## src/rtl/tgate_pkg.sv

```systemverilog
// Shared definitions for the transmission-gate shift sequencer.
package tgate_pkg;

    typedef enum logic [2:0] {
        IDLE = 3'd0,
        PH1  = 3'd1,
        GAP1 = 3'd2,
        PH2  = 3'd3,
        GAP2 = 3'd4,
        DONE = 3'd5
    } state_e;

    // Gate control levels: nMOS conducts on 1, pMOS conducts on 0.
    localparam logic GATE_ON_N  = 1'b1;
    localparam logic GATE_ON_P  = 1'b0;
    localparam logic GATE_OFF_N = 1'b0;
    localparam logic GATE_OFF_P = 1'b1;

    // States during which a shift sequence is in progress.
    function automatic logic is_busy(input state_e s);
        return (s == PH1) || (s == GAP1) || (s == PH2) || (s == GAP2);
    endfunction

endpackage

```

## src/rtl/tgate_pair_drv.sv

```systemverilog
// Registered complementary control pair for one transmission gate.
module tgate_pair_drv
    import tgate_pkg::*;
(
    input  logic clk,
    input  logic rst,
    input  logic en_d,
    output logic ncontrol,
    output logic pcontrol
);

    logic ncontrol_d, pcontrol_d;
    logic ncontrol_q, pcontrol_q;

    // Both levels derive from one enable, so they can never disagree.
    always_comb begin
        ncontrol_d = en_d ? GATE_ON_N : GATE_OFF_N;
        pcontrol_d = en_d ? GATE_ON_P : GATE_OFF_P;
    end

    // Register the pair; reset turns the gate off.
    always_ff @(posedge clk) begin
        if (rst) begin
            ncontrol_q <= GATE_OFF_N;
            pcontrol_q <= GATE_OFF_P;
        end else begin
            ncontrol_q <= ncontrol_d;
            pcontrol_q <= pcontrol_d;
        end
    end

    assign ncontrol = ncontrol_q;
    assign pcontrol = pcontrol_q;

endmodule

```

## src/rtl/tgate_shift_ctrl.sv

```systemverilog
// Two-phase non-overlapping sequencer driving a transmission-gate shift
// chain, with a shadow register mirroring the chain contents.
module tgate_shift_ctrl
    import tgate_pkg::*;
#(
    parameter int WIDTH     = 8,
    parameter int PHASE_CYC = 2,
    parameter int DEAD_CYC  = 1,
    parameter int CNT_W     = $clog2(WIDTH + 1)
) (
    input  logic             clk,
    input  logic             rst,
    input  logic             start,
    input  logic             abort,
    input  logic [CNT_W-1:0] nbits,
    input  logic             din,
    output logic             p1_ncontrol,
    output logic             p1_pcontrol,
    output logic             p2_ncontrol,
    output logic             p2_pcontrol,
    output logic             busy,
    output logic             done,
    output logic [WIDTH-1:0] q
);

    localparam int TMR_MAX = (PHASE_CYC > DEAD_CYC) ? PHASE_CYC : DEAD_CYC;
    localparam int TMR_W   = (TMR_MAX > 1) ? $clog2(TMR_MAX) : 1;
    localparam logic [TMR_W-1:0] PH_LAST   = TMR_W'(PHASE_CYC - 1);
    localparam logic [TMR_W-1:0] DEAD_LAST = TMR_W'(DEAD_CYC - 1);
    localparam logic [CNT_W-1:0] CNT_SAT   = CNT_W'(WIDTH);

    state_e             state_d, state_q;
    logic [TMR_W-1:0]   tmr_d, tmr_q;
    logic [CNT_W-1:0]   bits_d, bits_q;
    logic               bit_d, bit_q;
    logic [WIDTH-1:0]   shreg_d, shreg_q;
    logic               busy_d, busy_q;
    logic               done_d, done_q;
    logic [CNT_W-1:0]   nbits_sat;
    logic               p1_en_d, p2_en_d;

    assign nbits_sat = (nbits > CNT_SAT) ? CNT_SAT : nbits;

    // Next-state logic: phase/dead timing, bit counting and shadow shift.
    always_comb begin
        state_d = state_q;
        tmr_d   = tmr_q + 1'b1;
        bits_d  = bits_q;
        bit_d   = bit_q;
        shreg_d = shreg_q;

        unique case (state_q)
            IDLE: begin
                tmr_d = '0;
                if (start) begin
                    bits_d = nbits_sat;
                    if (nbits_sat == '0) begin
                        state_d = DONE;
                    end else begin
                        state_d = PH1;
                        bit_d   = din;
                    end
                end
            end
            PH1: begin
                if (tmr_q == PH_LAST) begin
                    state_d = GAP1;
                    tmr_d   = '0;
                end
            end
            GAP1: begin
                if (tmr_q == DEAD_LAST) begin
                    state_d = PH2;
                    tmr_d   = '0;
                end
            end
            PH2: begin
                if (tmr_q == PH_LAST) begin
                    state_d = GAP2;
                    tmr_d   = '0;
                    shreg_d = {shreg_q[WIDTH-2:0], bit_q};
                    bits_d  = bits_q - 1'b1;
                end
            end
            GAP2: begin
                if (tmr_q == DEAD_LAST) begin
                    tmr_d = '0;
                    if (bits_q != '0) begin
                        state_d = PH1;
                        bit_d   = din;
                    end else begin
                        state_d = DONE;
                    end
                end
            end
            DONE: begin
                state_d = IDLE;
                tmr_d   = '0;
            end
            default: begin
                state_d = IDLE;
                tmr_d   = '0;
            end
        endcase

        // Abort overrides the shift on the last PH2 cycle, so a partial bit
        // never reaches the shadow register.
        if (abort && is_busy(state_q)) begin
            state_d = IDLE;
            tmr_d   = '0;
            bits_d  = '0;
            shreg_d = shreg_q;
        end

        busy_d  = is_busy(state_d);
        done_d  = (state_d == DONE);
        p1_en_d = (state_d == PH1);
        p2_en_d = (state_d == PH2);
    end

    // State and datapath registers with synchronous reset.
    always_ff @(posedge clk) begin
        if (rst) begin
            state_q <= IDLE;
            tmr_q   <= '0;
            bits_q  <= '0;
            bit_q   <= 1'b0;
            shreg_q <= '0;
            busy_q  <= 1'b0;
            done_q  <= 1'b0;
        end else begin
            state_q <= state_d;
            tmr_q   <= tmr_d;
            bits_q  <= bits_d;
            bit_q   <= bit_d;
            shreg_q <= shreg_d;
            busy_q  <= busy_d;
            done_q  <= done_d;
        end
    end

    tgate_pair_drv u_p1_drv (
        .clk      (clk),
        .rst      (rst),
        .en_d     (p1_en_d),
        .ncontrol (p1_ncontrol),
        .pcontrol (p1_pcontrol)
    );

    tgate_pair_drv u_p2_drv (
        .clk      (clk),
        .rst      (rst),
        .en_d     (p2_en_d),
        .ncontrol (p2_ncontrol),
        .pcontrol (p2_pcontrol)
    );

    assign busy = busy_q;
    assign done = done_q;
    assign q    = shreg_q;

endmodule

```

## config.mk

```make
export PLATFORM = sky130hd
export DESIGN_NAME = tgate_shift_ctrl
export DESIGN_NICKNAME = d
export VERILOG_FILES = /design/src/rtl/tgate_pkg.sv /design/src/rtl/tgate_pair_drv.sv /design/src/rtl/tgate_shift_ctrl.sv
export SDC_FILE = /design/constraint.sdc
export NUM_CORES = 1
export LEC_CHECK = 0
export BUFFER_PORTS_ARGS = -buffer_cell sky130_fd_sc_hd__buf_2
export CORE_ASPECT_RATIO = 1.1
export CORE_UTILIZATION = 57
export CTS_CLUSTER_DIAMETER = 30
export DETAILED_ROUTE_END_ITERATION = 8
export PLACE_DENSITY = 0.9
export SYNTH_ARGS = -nofsm -noshare
export SYNTH_HDL_FRONTEND = slang
export SYNTH_SLANG_ARGS = --single-unit
```

## constraint.sdc

```tcl
create_clock -name clk -period 3 [get_ports clk]
set_input_delay 0.3 -clock clk [delete_from_list [all_inputs] [get_ports clk]]
set_output_delay 0.3 -clock clk [all_outputs]
set_load 0.1 [all_outputs]
```

==> flow_summary.ini, run 1 <==
[min_path]
hold_path_depth = 3
holdCritPathClass = in -> reg

[flow_run]
max_cap_violations = 0

[outcome]
status = complete, no violations

[cts]
postCtsSetupBuffers = 0
ctsResizeCount = 0
cts_made_buffers = 3
cts_hold_buffers = 0
cts.sinks = 23
cts-root-buf = clkbuf_4
clk-insertion-delay-late_ns = 0.31
clk_pin_slew_ns = 0.13
h-tree-depth = 1
clockBufferDepth = 2
cts_tree = yes

[sta]
relSlewSlack = 0.6740
fin_hold_ws_ns = 0.2344
max_slew.worst_pin.slew_ns = 0.4923
setup-violations-final = 0
finClkSkew_ns = 0.009826
max_freq_mhz = 558.5
min_period_ns = 1.790
worst_slack_ns = 1.210
rsz0062_at_grt = false
period_share = 0.5968
hold_viol = 0
finalSetupTns_ns = 0
slew_viol_final = 0

[placement]
place_ws_ns = 1.258
placed_area_sq_um = 1212
io_buffers = 22
dp_hpwl_mm = 1.667
gp_congestion = 0.8098

[synth]
postSynthCellCount = 114
synth_fp_nets = 125
ys_seq_elements = 23
ys_seq_area_frac = 0.4107
synth_area_leader_cell = dfxtp_1
yosysWarningCount = 0
postSynthAreaPerCell_sq_um = 9.834
synthTopCellsByArea = dfxtp_1 41%, mux2i_1 8.0%, nor2_1 3.7%
synth.distinct_cells = 43
yosysTopAreaCellShare = 0.4107
netlist_area_sq_um = 1121

[grt]
antenna_found_initial = 0
grt_pass1_wl_mm = 3.677
grt_usage = 0.2239
grt-ovfl-total = 0
grt_max_degree = 15
grt_pass1_vias = 855

[cells_and_area]
postLayoutCellArea_sq_um = 1240
final_common_cell = dfxtp_1
drive_above_1_share = 0.2857
n_antenna_cell = 0
layout.cells.most_common_list = 23 x dfxtp_1, 22 x buf_2, 11 x nor2_1, 9 x mux2i_1, 6 x inv_1
nets = 145
area_growth_pct = 10.60

[setup_path]
slowest_delay_ns = 0.62
required_ns = 3.25
crit_type = reg -> reg
cp_data_arrival_time_ns = 2.04
reg2regPathDepth = 4
cpMaxStageDelayCell = dfxtp_1
start_kind = flip-flop
worst_setup_path_end_kind = flip-flop
crit_chain = or3b_4 -> a311oi_4 -> o311ai_1 -> nand3b_1
crit_fanout = 12

[floorplan]
rows = 16
dieArea_sq_um = 2148
io_pins = 23
die_x_microns = 44.29
start_util = 0.6154
die_h_microns = 48.51
core_sq_um = 1822

[detailed_routing]
num_vias = 903
drt_first_iter_violations = 29
via_per_inst = 5.644
drt_wl_total_mm = 2.198
wire_per_inst_microns = 13.74
drt_first_pass_iters = 4
ant_nets = 0
drc_errors = 0

[power]
ir_drop_uv = 338.8
power.leakage_nw = 0.5079
p_per_area_nw_per_um2 = 462.2
power_mw = 0.5731
==> kinds of logic (layout without fill, tap and decap cells) <==
logic type / Yosys count / count (layout) / synth area share
buffers and inverters: 13 / 32 / 0.06696
adders and majority gates: 2 / 2 / 0.02232
and+or+nand+nor: 40 / 40 / 0.2143
DFF: 23 / 23 / 0.4107
AOI/OAI and AO/OA: 26 / 26 / 0.1976
xor gates and xnor gates: 1 / 1 / 0.007814
muxes: 9 / 9 / 0.08036
==> through the flow <==
step	utilization	instances
after floorplan	-	114
after global placement	0.6655	156
after detailed placement	0.6655	156
after CTS	0.6806	160
after global routing	0.6806	160
final	0.6806	160
==> cells in the mapped netlist <==
cell and instances:
nor2_4 1, nand3_1 5, o32a_1 1, a21boi_0 1, or3b_4 2, or3_1 1, o31ai_1 1, inv_1 6
and3b_2 2, ha_1 2, xnor2_1 1, o21ai_1 1, dfxtp_1 23, a311oi_4 1, or4_1 1, buf_4 3
a221oi_2 1, mux2i_1 9, nor3_1 3, o21ai_0 2, nand3b_1 2, nor2_1 11, nor4b_1 1, a31oi_1 4
a21oi_1 4, o211a_1 1, o22ai_1 1, a21o_1 2, a21oi_4 1, a21bo_2 2, o311ai_1 1, buf_6 2
nor4_1 1, clkbuf_1 2, and4bb_2 1, nand2b_1 1, nor2b_1 1, a311oi_1 1, nand2_1 4, and2_1 1
and3_2 1, a221o_1 1, nor3b_1 1
==> final timing paths <==
check,endpoint,startpoint,slack (ns)
worst max-delay path,busy$_SDFF_PP0_,state_q[2]$_SDFF_PP0_,1.21
worst min register to register,q[7]$_SDFFE_PP0P_,q[7]$_SDFFE_PP0P_,0.51
worst min-delay path,bit_q$_SDFFE_PP0P_,din,0.23
worst max register to register,busy$_SDFF_PP0_,state_q[2]$_SDFF_PP0_,1.21
==> where the power goes <==
| group | switching [mW] | internal (mW) |
|---|---|---|
| sequential | 0.0125 | 0.317 |
| clock | 0.0888 | 0.0497 |
| combinational | 0.0708 | 0.0342 |
==> layer usage <==
layer | global-route usage | up-vias | part of all wire
met5 | 0 | - | 0
met4 | 0.03030 | 0 | 0
met3 | 0.04478 | 0 | 0.037
met2 | 0.4191 | 25 | 0.55
met1 | 0.2583 | 427 | 0.41
li1 | - | 451 | -
==> sequential cells by signal (all words and copies together), names as in the netlist <==
register	flops
done	1
bits_q	4
u_p1_drv.ncontrol	1
u_p1_drv.pcontrol	1
tmr_q	1
busy	1
state_q	3
q	8
u_p2_drv.ncontrol	1
u_p2_drv.pcontrol	1
bit_q	1
==> area by class of cell <==
cell class / instances / area, sq um
clock buffer: 3 / 22.52
clock inverter: 1 / 5.005
fill: 149 / 581.8
inverter: 6 / 22.52
multi-input combinational: 78 / 585.6
sequential: 23 / 460.4
tap: 27 / 33.78
timing repair buffer: 22 / 110.1
==> critical path, delay by kind of cell (launching register included) <==
family	cells	cell delay, ns
DFF	1	0.62
and+or+nand+nor	2	0.56
AOI/OAI and AO/OA	2	0.56
Note: power is estimated with default switching activity, not from simulation.
==> run 2: changes to the inputs <==
Settings changed: ABC_AREA set to 1, CORE_UTILIZATION 57 to 52, PLACE_DENSITY 0.9 to 0.84.
Clock period 3 ns to 1.8 ns, I/O delays scaled along.
==> flow_summary.ini, run 2 <==
[outcome]
status = complete, no violations

[sta]
period_share = 0.7775
rsz0062_at_grt = false
min_period_ns = 1.399
setup-violations-final = 0
worst_slack_ns = 0.4005
slew_viol_final = 0
relSlewSlack = 0.6792
max_freq_mhz = 714.5
finClkSkew_ns = 0.007583
finalSetupTns_ns = 0
max_slew.worst_pin.slew_ns = 0.4846
hold_viol = 0

[power]
p_sw_mw = 0.3203
power.leakage_nw = 0.6115
clkPwrFrac = 0.229
seq_power_share = 0.549
p_int_mw = 0.6718
sw_frac_of_total = 0.3229
pwr-share-comb = 0.222
p_per_area_nw_per_um2 = 800.1
ir_drop_uv = 502.6

[synth]
synthTopCellsByCount = 29 x nand2_1, 28 x nor2_1, 23 x dfxtp_1
yosysWarningCount = 0
ys_async_sr_fraction = 0
synth_edf_count = 0
yosysMostFrequentCell = nand2_1
postSynthAreaPerCell_sq_um = 7.339
synthTopCellsByArea = dfxtp_1 42%, nand2_1 10%, nor2_1 9.6%
synth_fp_nets = 160
yosysTopAreaCellShare = 0.4211
synth.distinct_cells = 26
ys_seq_elements = 23
ys_seq_area_frac = 0.4211
postSynthCellCount = 149
netlist_area_sq_um = 1094
synth_ff_type = dfxtp_1
synth_area_leader_cell = dfxtp_1

[grt]
grt-ovfl-total = 0
grt_max_degree = 14
grtUsageMet2 = 0.3429
grtUsageMet3 = 0.02930
grt_busiest_layer = met2
grt_pass1_vias = 924
met1_usage = 0.2723
antenna_found_initial = 0
grt_pass1_wl_mm = 3.629
grt_usage = 0.2133

[detailed_routing]
drc_errors = 0
num_vias = 993
drt_first_iter_violations = 22
via_per_inst = 4.940
drt_first_pass_iters = 4
wire_per_inst_microns = 10.32
ant_nets = 0
drt_wl_total_mm = 2.074

[cells_and_area]
n_antenna_cell = 0
drive_above_1_share = 0.2601
nets = 185
layout.cells.most_common_list = 29 x nand2_1, 28 x nor2_1, 23 x dfxtp_1, 22 x buf_2, 14 x inv_1
multi_input_area_sq_um = 538.0
register_area_sq_um = 460.4
final_common_cell = nand2_1
postLayoutCellArea_sq_um = 1240
area_growth_pct = 13.39
largest_reg_flops = 8
fill_cells = 202

[setup_path]
required_ns = 2.01
crit_fanout = 4
start_kind = flip-flop
cp_data_arrival_time_ns = 1.61
crit_type = reg -> reg
worst_setup_path_end_kind = flip-flop
reg2regPathDepth = 8

[cts]
postCtsSetupBuffers = 0
cts_made_buffers = 3
cts_hold_buffers = 0
cts_tree = yes
clockBufferDepth = 2
ctsResizeCount = 0
cts.sinks = 23
clk-insertion-delay-late_ns = 0.30
clk_pin_slew_ns = 0.12
h-tree-depth = 1
cts-root-buf = clkbuf_4

[floorplan]
io_pins = 23
rows = 17
core_sq_um = 1999
die_h_microns = 50.10
die_x_microns = 45.73
dieArea_sq_um = 2291
start_util = 0.5469

[placement]
gp_congestion = 0.8171
io_buffers = 22
dp_hpwl_mm = 1.611
placed_area_sq_um = 1212
place_ws_ns = 0.4557

[flow_run]
max_cap_violations = 0

[min_path]
hold_path_depth = 2
holdCritPathClass = in -> reg
[run 2: cell families after synthesis]
logic type               synth area share
buffers and inverters             0.08696
AND/OR/NAND/NOR                    0.3604
flip-flops                         0.4211
AO/OA/AOI/OAI                      0.1087
adder cells (fa/ha/maj)           0.02288
[run 2: critical path: stages (launching register included)]
cell and delay [ns]:
dfxtp_1 0.37, inv_1 0.09, ha_1 0.21, nand3_1 0.11, nor2_1 0.06, nor2_1 0.10
nand2_1 0.10, a21oi_1 0.20, nor2_2 0.06
[run 2: worst paths after layout]
path / from / endpoint / slack [ns]
worst max-delay path: bits_q[0]$_SDFFE_PP0P_ / busy$_SDFF_PP0_ / 0.40
worst min-delay path: rst / state_q[1]$_SDFF_PP0_ / 0.1
worst max register to register: bits_q[0]$_SDFFE_PP0P_ / busy$_SDFF_PP0_ / 0.40
worst min register to register: bit_q$_SDFFE_PP0P_ / q[0]$_SDFFE_PP0P_ / 0.47
[run 2: stage by stage]
step	utilization	power (mW)	cells	hold slack [ns]
floorplan	-	0.7353	149	0.2524
global placement	0.6064	0.7681	197	0.4183
detailed placement	0.6064	0.7744	197	0.4220
CTS	0.6202	1.001	201	0.08473
global route	0.6202	1.041	201	0.09148
finish	0.6202	0.9921	201	0.09761
[run 2: per-layer routing]
layer  vias up  part of all wire
li1        528                 -
met1       437              0.45
met2        26              0.50
met3         2             0.042
met4         0            0.0082
met5         -                 0
[run 2: area by class of cell]
type / instances / share of cell area
timing repair buffer: 22 / 0.08880
sequential: 23 / 0.3713
clock buffer: 3 / 0.01816
inverter: 17 / 0.05550
multi-input combinational: 107 / 0.4339
tap: 28 / 0.02825
clock inverter: 1 / 0.004036
[run 2: power groups by stage]
stage / clock (mW) / sequential, mW / combinational [mW]
2_1_floorplan: 0 / 0.620 / 0.116
3_3_place_gp: 0 / 0.555 / 0.213
3_5_place_dp: 0 / 0.556 / 0.218
4_1_cts: 0.236 / 0.545 / 0.220
5_1_grt: 0.252 / 0.548 / 0.241
6_report: 0.227 / 0.545 / 0.220
==> run 3: changes to the inputs <==
Settings changed: ABC_AREA 1 to 0, PLACE_DENSITY 0.84 to 0.83.
Clock period 1.8 ns to 1.4 ns, I/O delays scaled along.
==> flow_summary.ini, run 3 (synthesis gave the netlist of run 1 again) <==
[power]
pwr-share-comb = 0.232
clkPwrFrac = 0.238
ir_drop_uv = 697.3
p_per_area_nw_per_um2 = 895.6
p_sw_mw = 0.4057
p_int_mw = 0.9110
sw_frac_of_total = 0.3081
power.leakage_nw = 0.6270
power_mw = 1.317
seq_power_share = 0.530

[grt]
grtUsageMet3 = 0.02518
grt-ovfl-total = 0
antenna_found_initial = 0
grt_max_degree = 15
grt_usage = 0.2345
grt_pass1_wl_mm = 4.015
met1_usage = 0.2456
grtUsageMet2 = 0.4319
grt_busiest_layer = met2
grt_pass1_vias = 963

[min_path]
holdCritPathClass = in -> reg
hold_path_depth = 3
hold_start = din
min_to = bit_q$_SDFFE_PP0P_

[setup_path]
slowest_delay_ns = 0.39
reg2regPathDepth = 4
start_kind = flip-flop
reg2reg_to = bits_q[0]$_SDFFE_PP0P_
r2r_start = state_q[1]$_SDFF_PP0_
required_ns = 1.63
cp_data_arrival_time_ns = 1.68
r2r_setup_slack_ns = -0.06
cpMaxStageDelayCell = dfxtp_2
crit_type = reg -> reg
crit_chain = or3b_4 -> a21oi_4 -> a21oi_1 -> a311oi_1
crit_fanout = 7
worst_setup_path_end_kind = flip-flop

[sta]
rsz0062_at_grt = true
min_period_ns = 1.456
period_share = 1.040
slew_viol_final = 0
fin_hold_ws_ns = 0.06810
max_freq_mhz = 686.8
worst_slack_ns = -0.05611
relSlewSlack = 0.6725
hold_viol = 0
setup-violations-final = 7
max_slew.worst_pin.slew_ns = 0.4947
finClkSkew_ns = 0.01008

[detailed_routing]
num_vias = 1008
drt_wl_total_mm = 2.445
drc_errors = 0
wire_per_inst_microns = 13.43
drt_first_pass_iters = 5
ant_nets = 0
via_per_inst = 5.538
drt_first_iter_violations = 10

[cells_and_area]
layout.cells.most_common_list = 22 x buf_2, 20 x buf_4, 18 x dfxtp_1, 11 x nor2_1, 9 x mux2i_1
n_antenna_cell = 0
nets = 166
register_area_sq_um = 466.7
final_common_cell = buf_2
largest_reg_flops = 8
multi_input_area_sq_um = 638.1
area_growth_pct = 31.14
drive_above_1_share = 0.4675
postLayoutCellArea_sq_um = 1470
fill_cells = 150

[outcome]
status = finished, violations left
violations = setup timing

[placement]
gp_congestion = 0.8151
dp_hpwl_mm = 1.789
placed_area_sq_um = 1311
io_buffers = 22

[cts]
cts_tree = yes
cts-root-buf = clkbuf_4
clockBufferDepth = 2
cts.sinks = 23
cts_hold_buffers = 0
cts_made_buffers = 3
clk_pin_slew_ns = 0.13
h-tree-depth = 1
clk-insertion-delay-late_ns = 0.32

[floorplan]
rows = 17
start_util = 0.5548
core_sq_um = 2021
dieArea_sq_um = 2346
io_pins = 23
die_x_microns = 46.27
die_h_microns = 50.70

[flow_run]
max_cap_violations = 0
[run 3: routing by layer]
| layer | wire length (microns) | share of wire |
|---|---|---|
| met5 | 0 | 0 |
| met4 | 63 | 0.026 |
| met3 | 62 | 0.025 |
| met2 | 1340 | 0.55 |
| met1 | 980 | 0.40 |
[run 3: worst max-delay path by stage]
stage                           startpoint                      endpoint  slack, ns
detailed placement  bits_q[0]$_SDFFE_PP0P_  u_p1_drv.pcontrol$_SDFF_PP1_      -0.09
floorplan            state_q[1]$_SDFF_PP0_        bits_q[2]$_SDFFE_PP0P_      -0.04
global placement     state_q[1]$_SDFF_PP0_  u_p1_drv.ncontrol$_SDFF_PP0_      -0.07
CTS                 bits_q[0]$_SDFFE_PP0P_  u_p1_drv.ncontrol$_SDFF_PP0_      -0.07
global route         state_q[1]$_SDFF_PP0_        bits_q[2]$_SDFFE_PP0P_      -0.13
finish               state_q[1]$_SDFF_PP0_        bits_q[0]$_SDFFE_PP0P_      -0.06
[run 3: power groups by stage]
stage / clock network [mW] / registers [mW] / logic [mW]
after floorplan: 0 / 0.777 / 0.126
after global placement: 0 / 0.709 / 0.252
after detailed placement: 0 / 0.710 / 0.262
after CTS: 0.314 / 0.698 / 0.288
after global routing: 0.348 / 0.703 / 0.327
final: 0.313 / 0.698 / 0.305
[run 3: metrics by stage]
step | setup WS (ns) | cells | TNS, ns | utilization
after floorplan | -0.03573 | 114 | -0.04847 | -
after global placement | -0.06837 | 170 | -0.3544 | 0.6489
after detailed placement | -0.08711 | 170 | -0.7097 | 0.6489
after CTS | -0.06590 | 179 | -0.1043 | 0.7015
after global routing | -0.1278 | 182 | -0.8843 | 0.7276
final | -0.05611 | 182 | -0.1783 | 0.7276
[run 3: area by class of cell]
type	count	area share
Clock buffer	3	0.01532
Clock inverter	1	0.003404
Inverter	6	0.01532
Multi-Input combinational cell	78	0.4340
Sequential cell	23	0.3174
Tap cell	28	0.02383
Timing Repair Buffer	43	0.1906
[run 3: repair_timing]
item,CTS,global route
buffers inserted,5,3
setup endpoints to repair,19,12
cloned,0,0
gates resized for setup,13,5
pin swaps,4,4
hold endpoints to repair,0,0
[run 3: critical path: cells and delay by family (launching register included)]
family | cells | cell delay (ns)
compound gates | 3 | 0.58
flops | 1 | 0.39
simple gates | 1 | 0.39
